===== src/rtl/img_pkg.sv =====
// Shared definitions for the image-memory responder.
//   - Frame geometry and bus widths used as parameter defaults.
//   - Read-channel state enum and the debug snapshot struct exported by the top.
package img_pkg;

    localparam int IMG_PIXELS   = 152100; // 390 x 390 pixels per frame
    localparam int ADDR_W       = 18;     // 2^18 >= IMG_PIXELS
    localparam int PIX_W        = 8;
    localparam int DATA_W       = 32;
    localparam int READ_LATENCY = 1;      // raw memory latency, 1..3 cycles

    typedef enum logic [1:0] {
        IDLE  = 2'd0,
        ISSUE = 2'd1,
        WAIT  = 2'd2
    } rd_state_e;

    // Observation snapshot of the read channel and both pointers.
    typedef struct packed {
        rd_state_e  rd_state;
        logic [1:0] lat_cnt;
        logic       rd_ptr_at_last;
        logic       wr_ptr_at_last;
    } dbg_t;

endpackage


===== src/rtl/image_mem_port_if.sv =====
// Request bus between the control unit (master) and image_mem_port (slave).
//   rd_req/rd_ready : read request, taken in a cycle where both are 1
//   rd_valid/rd_data: one-cycle completion pulse; rd_data holds until the next pulse
//   wr_req/wr_data  : write request, always taken (no back-pressure)
//   ptr_clr         : clear both pixel pointers
//
// Handshake: a read transfer happens on a rising edge where rd_req and rd_ready
// are both high; rd_req seen while rd_ready is low is dropped, not queued.
// rd_ready is high again in the cycle rd_valid pulses, so a new request can be
// made there. Writes have no ready: every cycle with wr_req=1 is one write.
interface image_mem_port_if #(
    parameter int DATA_W = img_pkg::DATA_W
);
    logic              rd_req;
    logic              rd_ready;
    logic              rd_valid;
    logic [DATA_W-1:0] rd_data;
    logic              wr_req;
    logic [DATA_W-1:0] wr_data;
    logic              ptr_clr;

    modport master (
        output rd_req, wr_req, wr_data, ptr_clr,
        input  rd_ready, rd_valid, rd_data
    );

    modport slave (
        input  rd_req, wr_req, wr_data, ptr_clr,
        output rd_ready, rd_valid, rd_data
    );
endinterface


===== src/rtl/wrap_counter.sv =====
// Pixel pointer that wraps at the end of a frame.
//   clk, rst_n : clock, asynchronous active-low reset
//   clr        : force the pointer back to 0 (wins over inc)
//   inc        : advance by one; with clr the advance starts from 0, giving 1
//   value      : current pointer
//   at_last    : value is the last pixel of the frame
module wrap_counter #(
    parameter int IMG_PIXELS = img_pkg::IMG_PIXELS,
    parameter int ADDR_W     = img_pkg::ADDR_W
) (
    input  logic              clk,
    input  logic              rst_n,
    input  logic              clr,
    input  logic              inc,
    output logic [ADDR_W-1:0] value,
    output logic              at_last
);
    localparam logic [ADDR_W-1:0] LAST = ADDR_W'(IMG_PIXELS - 1);

    logic [ADDR_W-1:0] value_q;
    logic [ADDR_W-1:0] value_d;
    logic [ADDR_W-1:0] base;

    always_comb begin
        // A clear in the same cycle as an increment means the access used
        // address 0, so the increment is applied on top of the cleared value.
        base    = clr ? '0 : value_q;
        value_d = base;
        if (inc) begin
            value_d = (base == LAST) ? '0 : base + ADDR_W'(1);
        end
    end

    always_ff @(posedge clk or negedge rst_n) begin
        if (!rst_n) begin
            value_q <= '0;
        end else begin
            value_q <= value_d;
        end
    end

    assign value   = value_q;
    assign at_last = (value_q == LAST);
endmodule


===== src/rtl/image_mem_port.sv =====
// Responder for the control unit's image-memory requests.
//   clk, rst_n           : clock, asynchronous active-low reset
//   bus (slave)          : read/write request bus, see image_mem_port_if
//   raw_en/raw_addr/raw_q: raw-image memory read port (READ_LATENCY cycles)
//   proc_we/proc_addr/proc_d : processed-image memory write port
//   rd_ptr, wr_ptr       : current pixel pointers
//   frame_done           : pulse with the write of the last pixel of a frame
//   dbg                  : read FSM state and counter snapshot
// Reads go IDLE -> ISSUE -> WAIT (READ_LATENCY cycles) -> IDLE with rd_valid.
// Writes are a one-stage registered pass-through to the processed memory.
module image_mem_port #(
    parameter int IMG_PIXELS   = img_pkg::IMG_PIXELS,
    parameter int ADDR_W       = img_pkg::ADDR_W,
    parameter int PIX_W        = img_pkg::PIX_W,
    parameter int DATA_W       = img_pkg::DATA_W,
    parameter int READ_LATENCY = img_pkg::READ_LATENCY
) (
    input  logic               clk,
    input  logic               rst_n,
    image_mem_port_if.slave    bus,
    output logic               raw_en,
    output logic [ADDR_W-1:0]  raw_addr,
    input  logic [PIX_W-1:0]   raw_q,
    output logic               proc_we,
    output logic [ADDR_W-1:0]  proc_addr,
    output logic [PIX_W-1:0]   proc_d,
    output logic [ADDR_W-1:0]  rd_ptr,
    output logic [ADDR_W-1:0]  wr_ptr,
    output logic               frame_done,
    output img_pkg::dbg_t      dbg
);
    import img_pkg::*;

    localparam logic [1:0] LAT_INIT = 2'(READ_LATENCY);

    rd_state_e         state_q, state_d;
    logic [1:0]        lat_q, lat_d;
    logic              rd_valid_q, rd_valid_d;
    logic [DATA_W-1:0] rd_data_q, rd_data_d;
    logic              raw_en_q, raw_en_d;
    logic [ADDR_W-1:0] raw_addr_q, raw_addr_d;
    logic              proc_we_q, proc_we_d;
    logic [ADDR_W-1:0] proc_addr_q, proc_addr_d;
    logic [PIX_W-1:0]  proc_d_q, proc_d_d;
    logic              frame_done_q, frame_done_d;

    logic              rd_accept;
    logic              rd_at_last;
    logic              wr_at_last;
    logic [ADDR_W-1:0] rd_ptr_cnt;
    logic [ADDR_W-1:0] wr_ptr_cnt;
    logic              unused_wr_bits;

    wrap_counter #(.IMG_PIXELS(IMG_PIXELS), .ADDR_W(ADDR_W)) u_rd_ptr (
        .clk     (clk),
        .rst_n   (rst_n),
        .clr     (bus.ptr_clr),
        .inc     (rd_accept),
        .value   (rd_ptr_cnt),
        .at_last (rd_at_last)
    );

    wrap_counter #(.IMG_PIXELS(IMG_PIXELS), .ADDR_W(ADDR_W)) u_wr_ptr (
        .clk     (clk),
        .rst_n   (rst_n),
        .clr     (bus.ptr_clr),
        .inc     (bus.wr_req),
        .value   (wr_ptr_cnt),
        .at_last (wr_at_last)
    );

    // Read channel FSM.
    always_comb begin
        state_d    = state_q;
        lat_d      = lat_q;
        rd_accept  = 1'b0;
        rd_valid_d = 1'b0;
        rd_data_d  = rd_data_q;
        raw_en_d   = 1'b0;
        raw_addr_d = raw_addr_q;
        case (state_q)
            IDLE: begin
                if (bus.rd_req) begin
                    rd_accept  = 1'b1;
                    raw_en_d   = 1'b1;
                    raw_addr_d = bus.ptr_clr ? '0 : rd_ptr_cnt;
                    state_d    = ISSUE;
                end
            end
            ISSUE: begin
                lat_d   = LAT_INIT;
                state_d = WAIT;
            end
            WAIT: begin
                lat_d = lat_q - 2'd1;
                // raw_q is valid in the last WAIT cycle: raw_en was high
                // READ_LATENCY cycles earlier, in ISSUE.
                if (lat_q == 2'd1) begin
                    rd_data_d  = DATA_W'(raw_q);
                    rd_valid_d = 1'b1;
                    state_d    = IDLE;
                end
            end
            default: state_d = IDLE;
        endcase
    end

    // Write channel: one cycle from request to the memory strobe.
    always_comb begin
        proc_we_d    = bus.wr_req;
        proc_addr_d  = proc_addr_q;
        proc_d_d     = proc_d_q;
        // The last pixel is written only if the pointer is not being cleared.
        frame_done_d = bus.wr_req && wr_at_last && !bus.ptr_clr;
        if (bus.wr_req) begin
            proc_addr_d = bus.ptr_clr ? '0 : wr_ptr_cnt;
            proc_d_d    = bus.wr_data[PIX_W-1:0];
        end
    end

    always_ff @(posedge clk or negedge rst_n) begin
        if (!rst_n) begin
            state_q      <= IDLE;
            lat_q        <= '0;
            rd_valid_q   <= 1'b0;
            rd_data_q    <= '0;
            raw_en_q     <= 1'b0;
            raw_addr_q   <= '0;
            proc_we_q    <= 1'b0;
            proc_addr_q  <= '0;
            proc_d_q     <= '0;
            frame_done_q <= 1'b0;
        end else begin
            state_q      <= state_d;
            lat_q        <= lat_d;
            rd_valid_q   <= rd_valid_d;
            rd_data_q    <= rd_data_d;
            raw_en_q     <= raw_en_d;
            raw_addr_q   <= raw_addr_d;
            proc_we_q    <= proc_we_d;
            proc_addr_q  <= proc_addr_d;
            proc_d_q     <= proc_d_d;
            frame_done_q <= frame_done_d;
        end
    end

    // Only the low pixel bits of wr_data are stored.
    assign unused_wr_bits = ^bus.wr_data[DATA_W-1:PIX_W];

    assign bus.rd_ready = (state_q == IDLE);
    assign bus.rd_valid = rd_valid_q;
    assign bus.rd_data  = rd_data_q;
    assign raw_en       = raw_en_q;
    assign raw_addr     = raw_addr_q;
    assign proc_we      = proc_we_q;
    assign proc_addr    = proc_addr_q;
    assign proc_d       = proc_d_q;
    assign frame_done   = frame_done_q;
    assign rd_ptr       = rd_ptr_cnt;
    assign wr_ptr       = wr_ptr_cnt;

    always_comb begin
        dbg.rd_state       = state_q;
        dbg.lat_cnt        = lat_q;
        dbg.rd_ptr_at_last = rd_at_last;
        dbg.wr_ptr_at_last = wr_at_last;
    end
endmodule

===== src/flat_wrapper.sv =====
// flat-port wrapper written by rule: the top's interface ports become plain ports
module image_mem_port_flat import img_pkg::*;
#(
    parameter int IMG_PIXELS   = img_pkg::IMG_PIXELS,
    parameter int ADDR_W       = img_pkg::ADDR_W,
    parameter int PIX_W        = img_pkg::PIX_W,
    parameter int DATA_W       = img_pkg::DATA_W,
    parameter int READ_LATENCY = img_pkg::READ_LATENCY
)
  (clk, rst_n, raw_en, raw_addr, raw_q, proc_we, proc_addr, proc_d, rd_ptr, wr_ptr, frame_done, dbg, bus_rd_req, bus_wr_req, bus_wr_data, bus_ptr_clr, bus_rd_ready, bus_rd_valid, bus_rd_data);
  image_mem_port_if #(.DATA_W(DATA_W)) bus_i ();
  input  logic clk;
  input  logic rst_n;
  output logic raw_en;
  output logic [ADDR_W-1:0] raw_addr;
  input  logic [PIX_W-1:0] raw_q;
  output logic proc_we;
  output logic [ADDR_W-1:0] proc_addr;
  output logic [PIX_W-1:0] proc_d;
  output logic [ADDR_W-1:0] rd_ptr;
  output logic [ADDR_W-1:0] wr_ptr;
  output logic frame_done;
  output img_pkg::dbg_t dbg;
  input wire logic [$bits(bus_i.rd_req)-1:0] bus_rd_req;
  input wire logic [$bits(bus_i.wr_req)-1:0] bus_wr_req;
  input wire logic [$bits(bus_i.wr_data)-1:0] bus_wr_data;
  input wire logic [$bits(bus_i.ptr_clr)-1:0] bus_ptr_clr;
  output wire logic [$bits(bus_i.rd_ready)-1:0] bus_rd_ready;
  output wire logic [$bits(bus_i.rd_valid)-1:0] bus_rd_valid;
  output wire logic [$bits(bus_i.rd_data)-1:0] bus_rd_data;
  assign bus_i.rd_req = bus_rd_req;
  assign bus_i.wr_req = bus_wr_req;
  assign bus_i.wr_data = bus_wr_data;
  assign bus_i.ptr_clr = bus_ptr_clr;
  assign bus_rd_ready = bus_i.rd_ready;
  assign bus_rd_valid = bus_i.rd_valid;
  assign bus_rd_data = bus_i.rd_data;
  image_mem_port #(.IMG_PIXELS(IMG_PIXELS), .ADDR_W(ADDR_W), .PIX_W(PIX_W), .DATA_W(DATA_W), .READ_LATENCY(READ_LATENCY)) u_core (.clk(clk), .rst_n(rst_n), .bus(bus_i), .raw_en(raw_en), .raw_addr(raw_addr), .raw_q(raw_q), .proc_we(proc_we), .proc_addr(proc_addr), .proc_d(proc_d), .rd_ptr(rd_ptr), .wr_ptr(wr_ptr), .frame_done(frame_done), .dbg(dbg));
endmodule

===== config.mk =====
export PLATFORM = sky130hd
export DESIGN_NAME = image_mem_port_flat
export DESIGN_NICKNAME = d
export VERILOG_FILES = /design/src/rtl/img_pkg.sv /design/src/rtl/image_mem_port_if.sv /design/src/rtl/wrap_counter.sv /design/src/rtl/image_mem_port.sv /design/src/flat_wrapper.sv
export SDC_FILE = /design/constraint.sdc
export NUM_CORES = 1
export LEC_CHECK = 0
export CORE_ASPECT_RATIO = 1.25
export CORE_MARGIN = 1
export CORE_UTILIZATION = 49
export DETAILED_ROUTE_END_ITERATION = 7
export PLACE_DENSITY = 0.82
export SETUP_SLACK_MARGIN = 0.5
export SLEW_MARGIN = 20
export SYNTH_ARGS = -nofsm -noshare
export SYNTH_HDL_FRONTEND = slang
export SYNTH_HIERARCHICAL = 1
export SYNTH_SLANG_ARGS = --single-unit

===== constraint.sdc =====
create_clock -name clk -period 5.5 [get_ports clk]
set_input_delay 0.825 -clock clk [delete_from_list [all_inputs] [get_ports clk]]
set_output_delay 0.825 -clock clk [all_outputs]
set_load 0.02 [all_outputs]

==> impl_results.md, run 1 <==
- Outcome: complete, no violations
- Max Freq: about 310 MHz
- Total track usage: approximately 22%
- Critical Path AT: between 3000 and 4000 ps
- Pint: 1.37 mW
- Nets: about 630
- WL/cell: between 15 and 20 µm
- Crit Path Category: in -> reg
- Cell Count, Final, Fillers Out: between 700 and 800
- Yosys warning count: 6
- Hold Buf Count CTS: 0
- Resized Gates After CTS: 0
- Global-route wire length before repair: 18.1 mm
- Post-CTS setup buffers: 0
- Crit-path cells: clkdlybuf4s50_1, nand2_2, inv_1, nand3_1, or2_0, or4_4, a211oi_2
- Crit path max-delay cell type: clkdlybuf4s50_1
- Final period util: 58.0%
- Clk sinks: 96
- Vias per cell: around 5.4
- Hold Fails Final Rpt: 0
- Switching part of the total: between 20% and 30%
- Post-synthesis cell count: 476
- Syn_area_per_cell: ~10 µm²
- Worst IR drop on VDD: around 0.18 mV
- Cts bufs inserted: 9
- Multi-input gate area: ~0.0021 mm²
- Number of DRC markers in iteration 0: approximately 150
- Yosys top cell by area: dfrtp_1
- Vias in the first global route: 3700
- FP Rows: 40
- Sequential area share after synthesis: roughly half
- Via Count: between 3000 and 4000
- Max incr delay on CP: about 500 ps
- Crit path buf inv count: 2
- Routed Antenna Nets: 0
- LEAKAGE: around 2.5 nW
- Kind of cell adding the most delay to the critical path: simple AND/OR/NAND/NOR gates
- H-Tree Depth: 3
- Comb pwr share: 25.7%
- Post-DP HPWL: 7.47 mm
- Area Overhead vs Synth: 29.9%
- Worst-Margin Slew: between 800 and 900 ps
- Mapped Area: between 0.004 and 0.005 mm²
- Startpoint types: input pin
- Fin Clk Skew: around 5.0 ps
- Die W: between 90 and 100 µm
- Starting Density: 50.2%
- RD Place Congestion: slightly below 0.9
- Max_slew headroom: between 40% and 50%
- Setup Viol. Count Final: 0
- Final count of pins violating max slew: 0
- Residual DRC count: 0
- N_diodes: 0
- Dpl cells: about 700
- CTS tree: built
- WL final: ~11 mm
- Clk root buf: clkbuf_16
- Fraction of final layout cells sized beyond drive strength 1: 8.84%
- Area of the core: 0.00961 mm²
- Fraction of registers with async set/reset: 100%
- TNS Setup: 0 ps
- Grt total ovfl: 0
- Setup crit end kind: flip-flop
- CP Max Fanout: 37
- Clk buf depth: 2
- Part of the power in registers: 42.5%
- IO Count: about 170
- Insertion delay to the later sink of the worst-skew pair: 340 ps
- DRT Pass-1 Iters: 5
- Final worst path period need: between 3000 and 4000 ps
- Area share of the largest cell type after synthesis: 49.8%
- Register area: 0.00240 mm²
- Clock power share: a little under a third
- Initial antenna violation count: 0
- Flops & latches, synth: 96
- Psw: around 0.57 mW
- Clock-pin slew on the worst setup and hold paths: 60 ps
- I/O Buffers: roughly 120
- Hold Crit Class: in -> async
- Number of synthesized flops with an enable pin: 0
- Largest net degree at the start of global routing: about 90
- Yosys cell types: between 40 and 50
- DIE AREA: 0.0103 mm²
- Synth area leaders: dfrtp_1 50%, buf_4 4.4%, o21ai_0 4.0%
- Synth Flop Type: dfrtp_1
- Critical Path RT: 5750 ps
- Fill cell count: between 700 and 800
- Power per standard cell area: around 310 mW/mm²
- Max-Cap Viols: 0
- RSZ-0062 raised after global routing: no
- Die Y: around 110 µm
worst reg2reg max path, cell delays in order, from the launching register on:
cell	delay (ps)
dfrtp_1	420
inv_1	90
ha_1	240
nand2_2	370
inv_1	470
nand3_1	250
or2_0	380
or4_4	450
a211oi_2	220
layer usage:
| metal | wire (µm) | vias up | part of all wire [%] | GRT usage, % |
|---|---|---|---|---|
| met5 | 0 | - | 0 | 0 |
| met4 | 129 | 0 | 1.2 | 6.24 |
| met3 | 591 | 17 | 5.4 | 4.44 |
| met2 | 5810 | 154 | 53 | 39.5 |
| met1 | 4470 | 1890 | 41 | 26.6 |
| li1 | - | 1786 | - | - |
logic make-up (layout without fill, tap and decap cells):
kind of cell,Yosys count,after routing,synth area share [%]
AO/OA/AOI/OAI,53,53,6.30
XOR/XNOR,26,26,4.72
adder cells (fa/ha/maj),6,6,1.56
buffers and inverters,77,166,8.61
flip-flops,96,96,49.8
multiplexers,21,21,4.87
other,1,24,0.0777
AND/OR/NAND/NOR,196,196,24.1
final cells by class:
class / count / area share (%)
clock inverter: 6 / 0.938
inverter: 28 / 1.68
multi-input combinational: 326 / 33.4
clock buffer: 10 / 3.81
timing repair buffer: 122 / 19.3
sequential: 96 / 38.3
tap: 126 / 2.52
Yosys cell counts (all sizes together) (3+ instances only):
cell and n:
nand3 12, nor4b 4, nand2b 22, mux2 17, nor3 22, o21ai 40
a21oi 3, dfrtp 96, a211oi 4, nor2b 12, clkbuf 10, or2 4
xor2 4, nand3b 15, ha 6, or2b 4, buf 39, nor2 27
or4 6, mux2i 4, xnor2 22, o31ai 4, inv 28, nand4 14
nand2 34, nand4b 10, nor4 6
through the flow:
stage | power (mW) | setup WS, ps | utilization [%] | instance area [µm²] | hold WS (ps)
floorplan | 1.14 | 2880 | - | 4910 | 529
global placement | 1.32 | 2020 | 62.1 | 5970 | 466
detailed placement | 1.34 | 1970 | 62.1 | 5970 | 470
CTS | 1.95 | 2340 | 65.2 | 6260 | 296
global route | 2.02 | 2120 | 65.2 | 6270 | 297
finish | 1.94 | 2310 | 65.2 | 6270 | 302
flip-flops by register name, summed over array words and instances (netlist names), 2 cells and up:
register               cells
u_core/u_rd_ptr/value     18
u_core/bus.rd_data         8
u_core/proc_addr          18
u_core/proc_d              8
u_core/raw_addr           18
u_core/state_q             2
u_core/u_wr_ptr/value     18
u_core/lat_q               2
power groups by stage:
| stage | registers [mW] | clock network [mW] | logic (mW) |
|---|---|---|---|
| CTS | 0.824 | 0.626 | 0.503 |
| floorplan | 0.915 | 0 | 0.225 |
| global placement | 0.834 | 0 | 0.489 |
| finish | 0.823 | 0.616 | 0.498 |
| global route | 0.832 | 0.655 | 0.534 |
| detailed placement | 0.837 | 0 | 0.501 |
worst paths after layout:
kind	depth (start not counted)	to	startpoint	slack [ps]
worst max register to register	8	u_core/u_rd_ptr/value[11]	u_core/state_q[1]	2520
worst min-delay path	1	u_core/proc_addr[7]	rst_n	300
min in group clk	2	u_core/raw_addr[0]	u_core/raw_addr[0]	480
worst min register to register	2	u_core/raw_addr[0]	u_core/raw_addr[0]	480
max in group asynchronous	2	u_core/proc_d[5]	rst_n	4220
worst max-delay path	7	u_core/u_rd_ptr/value[11]	bus_rd_req	2310
cells in the final DEF (no fill, tap or decap), types with 2 or more instances in the layout:
cell / count
or3_2: 2
mux2_2: 16
clkbuf_16: 9
clkinv_2: 4
or4_1: 4
nor4_1: 6
nand2_1: 32
nand2_2: 2
o21a_1: 2
o21ai_0: 39
clkdlybuf4s50_1: 117
buf_4: 3
a21oi_1: 2
mux2i_1: 4
or4_4: 2
ha_1: 6
nand4b_4: 2
nand4b_1: 8
or2_4: 2
o31ai_1: 4
or2_0: 2
nand3_1: 12
nor3_1: 22
dfrtp_1: 96
a211oi_2: 2
nor2_1: 27
nand3b_1: 15
conb_1: 24
a211oi_1: 2
nand4_1: 14
inv_1: 28
nor4bb_1: 2
xnor2_1: 22
or2b_1: 4
nor2b_1: 11
xor2_1: 4
nor4b_1: 4
nand2b_1: 22
Note: power is estimated with default switching activity, not from simulation.
==> inputs of run 2 (changes only) <==
--- a/config.mk
+++ b/config.mk
@@ -7,9 +7,9 @@
 export LEC_CHECK = 0
 export CORE_ASPECT_RATIO = 1.25
 export CORE_MARGIN = 1
-export CORE_UTILIZATION = 49
+export CORE_UTILIZATION = 46
 export DETAILED_ROUTE_END_ITERATION = 7
-export PLACE_DENSITY = 0.82
+export PLACE_DENSITY = 0.77
 export SETUP_SLACK_MARGIN = 0.5
 export SLEW_MARGIN = 20
 export SYNTH_ARGS = -nofsm -noshare
==> constraint.sdc (replaced) <==
create_clock -name clk -period 3.1 [get_ports clk]
set_input_delay 0.465 -clock clk [delete_from_list [all_inputs] [get_ports clk]]
set_output_delay 0.465 -clock clk [all_outputs]
set_load 0.02 [all_outputs]
==> impl_results.md, run 2 (synthesis gave the netlist of run 1 again) <==
- Via Count: 3840 (-0.18%)
- Part of the power in registers: 41.8% (-0.7 points)
- WL/cell: 15.4 µm (+0.22%)
- Startpoint types: flip-flop
- Total track usage: 21.2% (-0.81 points)
- Area of the core: 0.0102 mm² (+5.7%)
- Starting Density: 47.5% (-2.7 points)
- Initial antenna violation count: 0 (unchanged)
- TNS Setup: 0 ps (unchanged)
- Final worst path period need: 2400 ps
- DRT Pass-1 Iters: 4 (-1)
- Grt total ovfl: 0 (unchanged)
- Worst-Margin Slew: 667 ps (-200 ps)
- Crit path from: u_core/u_wr_ptr/value[2]
- Post-DP HPWL: 7.77 mm (+3.9%)
- R2R Setup Slk: 830 ps (-1690 ps)
- Max-Cap Viols: 0 (unchanged)
- Insertion delay to the later sink of the worst-skew pair: 340 ps (about the same)
- CTS tree: built
- Hold Fails Final Rpt: 0 (unchanged)
- Hold Crit Class: in -> async
- Vias in the first global route: 3779 (+2.1%)
- Fin Clk Skew: 7.62 ps (+2.63 ps)
- Critical Path AT: 1930 ps (-1510 ps)
- Fraction of final layout cells sized beyond drive strength 1: 9.92% (+1.1 points)
- Setup Viol. Count Final: 0 (unchanged)
- Clock power share: 32.0% (+0.2 points)
- R2r endpoint: u_core/u_rd_ptr/value[11]
- Comb pwr share: 26.1% (+0.4 points)
- Final period util: roughly 77%
- Crit Path Category: reg -> out
- Die W: 93.6 µm (+3.1%)
- CP Max Fanout: 10 (-73%)
- R2r startpoint: u_core/state_q[0]
- Power per standard cell area: 553 mW/mm² (+79%)
- FF-to-FF path depth: 8 (unchanged)
- Nets: 641 (+1.1%)
- Number of DRC markers in iteration 0: 132 (-11%)
- Clk buf depth: 2 (unchanged)
- Clk sinks: 96 (unchanged)
- Max_slew headroom: 55.6% (+13 points)
- Cts bufs inserted: 9 (unchanged)
- Area Overhead vs Synth: 31.2%
- Vias per cell: 5.30 (-1.6%)
- H-Tree Depth: 3 (unchanged)
- Global-route wire length before repair: 18.0 mm (-0.54%)
- FP Rows: 41 (+2.5%)
- DIE AREA: 0.0109 mm² (+6.4%)
- Residual DRC count: 0 (unchanged)
- Die Y: 117 µm (+3.2%)
- LEAKAGE: 2.56 nW (+1.9%)
- End of the critical path: dbg[0]
- Routed Antenna Nets: 0 (unchanged)
- Fin Hold WS: 153 ps (-150 ps)
- Commonest non-fill, non-tap cell in the layout: clkdlybuf4s50_1
- Setup crit end kind: output pin
- Largest net degree at the start of global routing: 55 (-38%)
- RD Place Congestion: 0.872 (-0.17%)
- Psw: 1.05 mW (+84%)
- Switching part of the total: 29.9% (+0.48 points)
- I/O Buffers: 119 (unchanged)
- Max Freq: 417 MHz
- Commonest non-fill, non-tap cells in the layout: 115 x clkdlybuf4s50_1, 96 x dfrtp_1, 39 x o21ai_0, 32 x nand2_1, 28 x inv_1
- RSZ-0062 raised after global routing: no
- Worst IR drop on VDD: 0.336 mV (+85%)
- Clk root buf: clkbuf_16
- N_diodes: 0 (unchanged)
- Clock-pin slew on the worst setup and hold paths: 70 ps (about the same)
- Pint: 2.46 mW (+79%)
- Critical Path RT: 2630 ps (-3120 ps)
- WL final: 11.2 mm (+1.6%)
- IO Count: 168 (unchanged)
- Outcome: complete, no violations
- Final count of pins violating max slew: 0 (unchanged)
## run 2: routing by layer
metal  share of wire (%)  wire, µm  vias to the layer above  GRT usage (%)
met1                  41      4620                     1897           25.9
met3                 5.1       567                       16           2.73
li1                    -         -                     1796              -
met2                  52      5780                      131           37.0
met5                   0         0                        -              0
met4                 1.8       201                        0           10.5
## run 2: timing repair
item | in CTS | in global routing
hold endpoints to repair | 0 | 0
gates resized for setup | 1 | 1
setup buffers | 0 | 0
hold buffers | 0 | 0
endpoints found under the setup margin | 1 | 1
## run 2: stage by stage
| step | power, mW | instances | setup slack, ps | area [µm²] | utilization [%] |
|---|---|---|---|---|---|
| CTS | 3.54 | 724 | 507 | 6330 | 62.3 |
| finish | 3.50 | 724 | 701 | 6330 | 62.3 |
| detailed placement | 2.41 | 708 | 647 | 6020 | 59.3 |
| floorplan | 2.03 | 499 | 578 | 4910 | - |
| global route | 3.65 | 724 | 545 | 6330 | 62.3 |
| global placement | 2.37 | 708 | 714 | 6020 | 59.3 |
## run 2: how the worst min path moves through the flow
stage | startpoint | to | slack (ps) | cells after the start
2_1_floorplan | rst_n | u_core/bus.rd_data[0] | 170 | 0
3_3_place_gp | u_core/raw_addr[2] | u_core/raw_addr[2] | 460 | 2
3_5_place_dp | u_core/raw_addr[2] | u_core/raw_addr[2] | 470 | 2
4_1_cts | rst_n | u_core/proc_addr[10] | 180 | 1
5_1_grt | rst_n | u_core/proc_addr[11] | 210 | 1
6_report | rst_n | u_core/proc_addr[10] | 150 | 1
## run 2: power by group through the flow
stage / logic, mW / clock network (mW) / registers, mW
detailed placement: 0.919 / 0 / 1.49
CTS: 0.922 / 1.15 / 1.47
floorplan: 0.403 / 0 / 1.62
global route: 0.976 / 1.19 / 1.48
global placement: 0.893 / 0 / 1.48
finish: 0.915 / 1.12 / 1.46
## run 2: final cells by class
type | instances | area (µm²)
fill | 851 | 3830
sequential | 96 | 2400
multi-input combinational | 326 | 2100
timing repair buffer | 129 | 1260
clock buffer | 11 | 243
tap | 129 | 161
inverter | 28 | 105
clock inverter | 5 | 62.6
## run 2: worst max-delay path, cell delays in order (launching register included)
cell,delay [ps]
dfrtp_1,500
nor4b_1,370
nand4_1,190
nor2_1,190
dlygate4sd2_1,350
==> inputs of run 3 (changes only) <==
==> constraint.sdc (replaced) <==
create_clock -name clk -period 2.4 [get_ports clk]
set_input_delay 0.36 -clock clk [delete_from_list [all_inputs] [get_ports clk]]
set_output_delay 0.36 -clock clk [all_outputs]
set_load 0.02 [all_outputs]
==> impl_results.md, run 3 (synthesis gave the netlist of run 1 again) <==
- Outcome: complete, no violations
- LEAKAGE: 2.87 nW (+12%)
- Initial antenna violation count: 0 (unchanged)
- Switching part of the total: 28.4% (-1.5 points)
- Commonest non-fill, non-tap cell in the layout: clkdlybuf4s50_1
- Final count of pins violating max slew: 0 (unchanged)
- I/O Buffers: 119 (unchanged)
- Routed Antenna Nets: 0 (unchanged)
- Area Overhead vs Synth: 40.9%
- FF-to-FF path depth: 8 (unchanged)
- Met3 routed WL: 778 µm (+37%)
- Number of DRC markers in iteration 0: 173 (+31%)
- Wire length on met2: 6.42 mm (+11%)
- Max-Cap Viols: 0 (unchanged)
- Part of the power in registers: 39.3% (-2.5 points)
- WL/cell: 16.0 µm (+3.7%)
- CTS tree: built
- Cts bufs inserted: 9 (unchanged)
- Largest net degree at the start of global routing: 70 (+27%)
- Commonest non-fill, non-tap cells in the layout: 106 x clkdlybuf4s50_1, 88 x dfrtp_1, 45 x buf_4, 37 x o21ai_0, 32 x nand2_1
- Fin Hold WS: 483 ps (+331 ps)
- Fill cell count: 786 (-7.6%)
- Setup crit end kind: output pin
- Pint: 3.46 mW (+41%)
- Via Count: 4056 (+5.6%)
- Residual DRC count: 0 (unchanged)
- Max_slew headroom: 62.3% (+6.7 points)
- R2r endpoint: u_core/u_rd_ptr/value[11]
- Fraction of final layout cells sized beyond drive strength 1: 19.2% (+9.3 points)
- Hold_sp: u_core/raw_addr[14]
- Clock-pin slew on the worst setup and hold paths: 70 ps (about the same)
- Starting Density: 47.5% (unchanged)
- Final period util: 79.9%
- Final Power: 4.83 mW (+38%)
- Clk buf depth: 2 (unchanged)
- RSZ-0062 raised after global routing: yes
- N_diodes: 0 (unchanged)
- RD Place Congestion: 0.900 (+3.2%)
- Critical Path AT: 1560 ps (-370 ps)
- Total track usage: 23.1% (+1.9 points)
- Vias in the first global route: 4097 (+8.4%)
- R2r startpoint: u_core/state_q[0]
- Hold Fails Final Rpt: 0 (unchanged)
- Nets: 676 (+5.5%)
- CP Max Fanout: 4 (-6)
- Clock power share: 34.4% (+2.4 points)
- Clk sinks: 96 (unchanged)
- DRT Pass-1 Iters: 5 (+1)
- Uppermost layer routed: met4
- Worst Hold End: u_core/raw_addr[14]
- Critical Path RT: 2040 ps (-590 ps)
- Hold Crit Class: reg -> reg
- Power per standard cell area: 710 mW/mm² (+28%)
- Final worst path period need: approximately 1900 ps
- Max Freq: between 500 and 600 MHz
- DIE AREA: 0.0109 mm² (unchanged)
- Worst-Margin Slew: 566 ps (-101 ps)
- Worst Hold Depth: 2
- Grt total ovfl: 0 (unchanged)
- TNS Setup: 0 ps (unchanged)
- Die Y: 117 µm (unchanged)
- Die W: 93.6 µm (unchanged)
- Setup Viol. Count Final: 0 (unchanged)
- Vias per cell: 5.34 (+0.75%)
- H-Tree Depth: 3 (unchanged)
- Global-route wire length before repair: 19.5 mm (+8.5%)
- WL final: 12.2 mm (+8.8%)
- Post-DP HPWL: 8.37 mm (+7.7%)
- FP Rows: 41 (unchanged)
- Worst IR drop on VDD: 0.478 mV (+42%)
- Psw: 1.37 mW (+31%)
- Startpoint types: flip-flop
- Insertion delay to the later sink of the worst-skew pair: 340 ps (about the same)
- Post-place setup slack: 233 ps (-414 ps)
- R2R Setup Slk: 550 ps (-280 ps)
- Clk root buf: clkbuf_16
- Final setup margin: 482 ps (-220 ps)
- Comb pwr share: 26.3% (+0.2 points)
- Fin Clk Skew: 6.57 ps (-1.05 ps)
- Crit Path Category: reg -> out
- M1 wire length: 4.74 mm (+2.6%)
- IO Count: 168 (unchanged)
- Area of the core: 0.0102 mm² (unchanged)
## run 3: worst max-delay path, cell delays in order, from the launching register on
cell and delay (ps):
dfrtp_2 440, nor4bb_4 280, nand4_1 180, nor2_2 190, buf_6 140
## run 3: metrics by stage
step / util [%] / instances / instance area (µm²)
global placement: 61.6 / 733 / 6260
floorplan: - / 499 / 4960
detailed placement: 61.6 / 733 / 6260
CTS: 65.9 / 755 / 6700
finish: 67.0 / 759 / 6800
global route: 67.0 / 759 / 6800
## run 3: final cells by class
type	instances	area [µm²]	area share (%)
Sequential cell	96	2410	35.5
Timing Repair Buffer	164	1550	22.7
Tap cell	129	161	2.37
Clock inverter	5	103	1.51
Multi-Input combinational cell	326	2220	32.6
Clock buffer	11	253	3.72
Inverter	28	108	1.58
## run 3: timing repair
| action | CTS | global route |
|---|---|---|
| setup endpoints to repair | 8 | 29 |
| pin swaps | 5 | 5 |
| resized for setup | 22 | 22 |
| gates cloned | 0 | 0 |
| hold buffers | 1 | 0 |
| endpoints found under the hold margin | 27 | 0 |
| buffers inserted | 5 | 4 |
## run 3: worst max path at each step
stage / from / to / slack [ps] / cells past startpoint
floorplan: u_core/state_q[1] / u_core/u_rd_ptr/value[11] / 250 / 10
global placement: u_core/u_wr_ptr/value[13] / dbg[0] / 230 / 4
detailed placement: u_core/u_wr_ptr/value[13] / dbg[0] / 230 / 4
CTS: u_core/u_wr_ptr/value[13] / dbg[0] / 420 / 4
global route: u_core/u_wr_ptr/value[13] / dbg[0] / 400 / 4
finish: u_core/u_wr_ptr/value[13] / dbg[0] / 480 / 4
## run 3: power groups by stage
stage	combinational [mW]	clock (mW)	sequential (mW)
after floorplan	0.569	0	2.11
after global placement	1.20	0	1.92
after detailed placement	1.23	0	1.93
after CTS	1.26	1.70	1.90
after global routing	1.36	1.75	1.93
final	1.27	1.66	1.90
## run 3: layer usage
layer	GRT usage, %	vias up
met2	42.1	177
met3	5.14	25
met4	8.72	0
met1	26.3	1981
li1	-	1873
met5	0	-
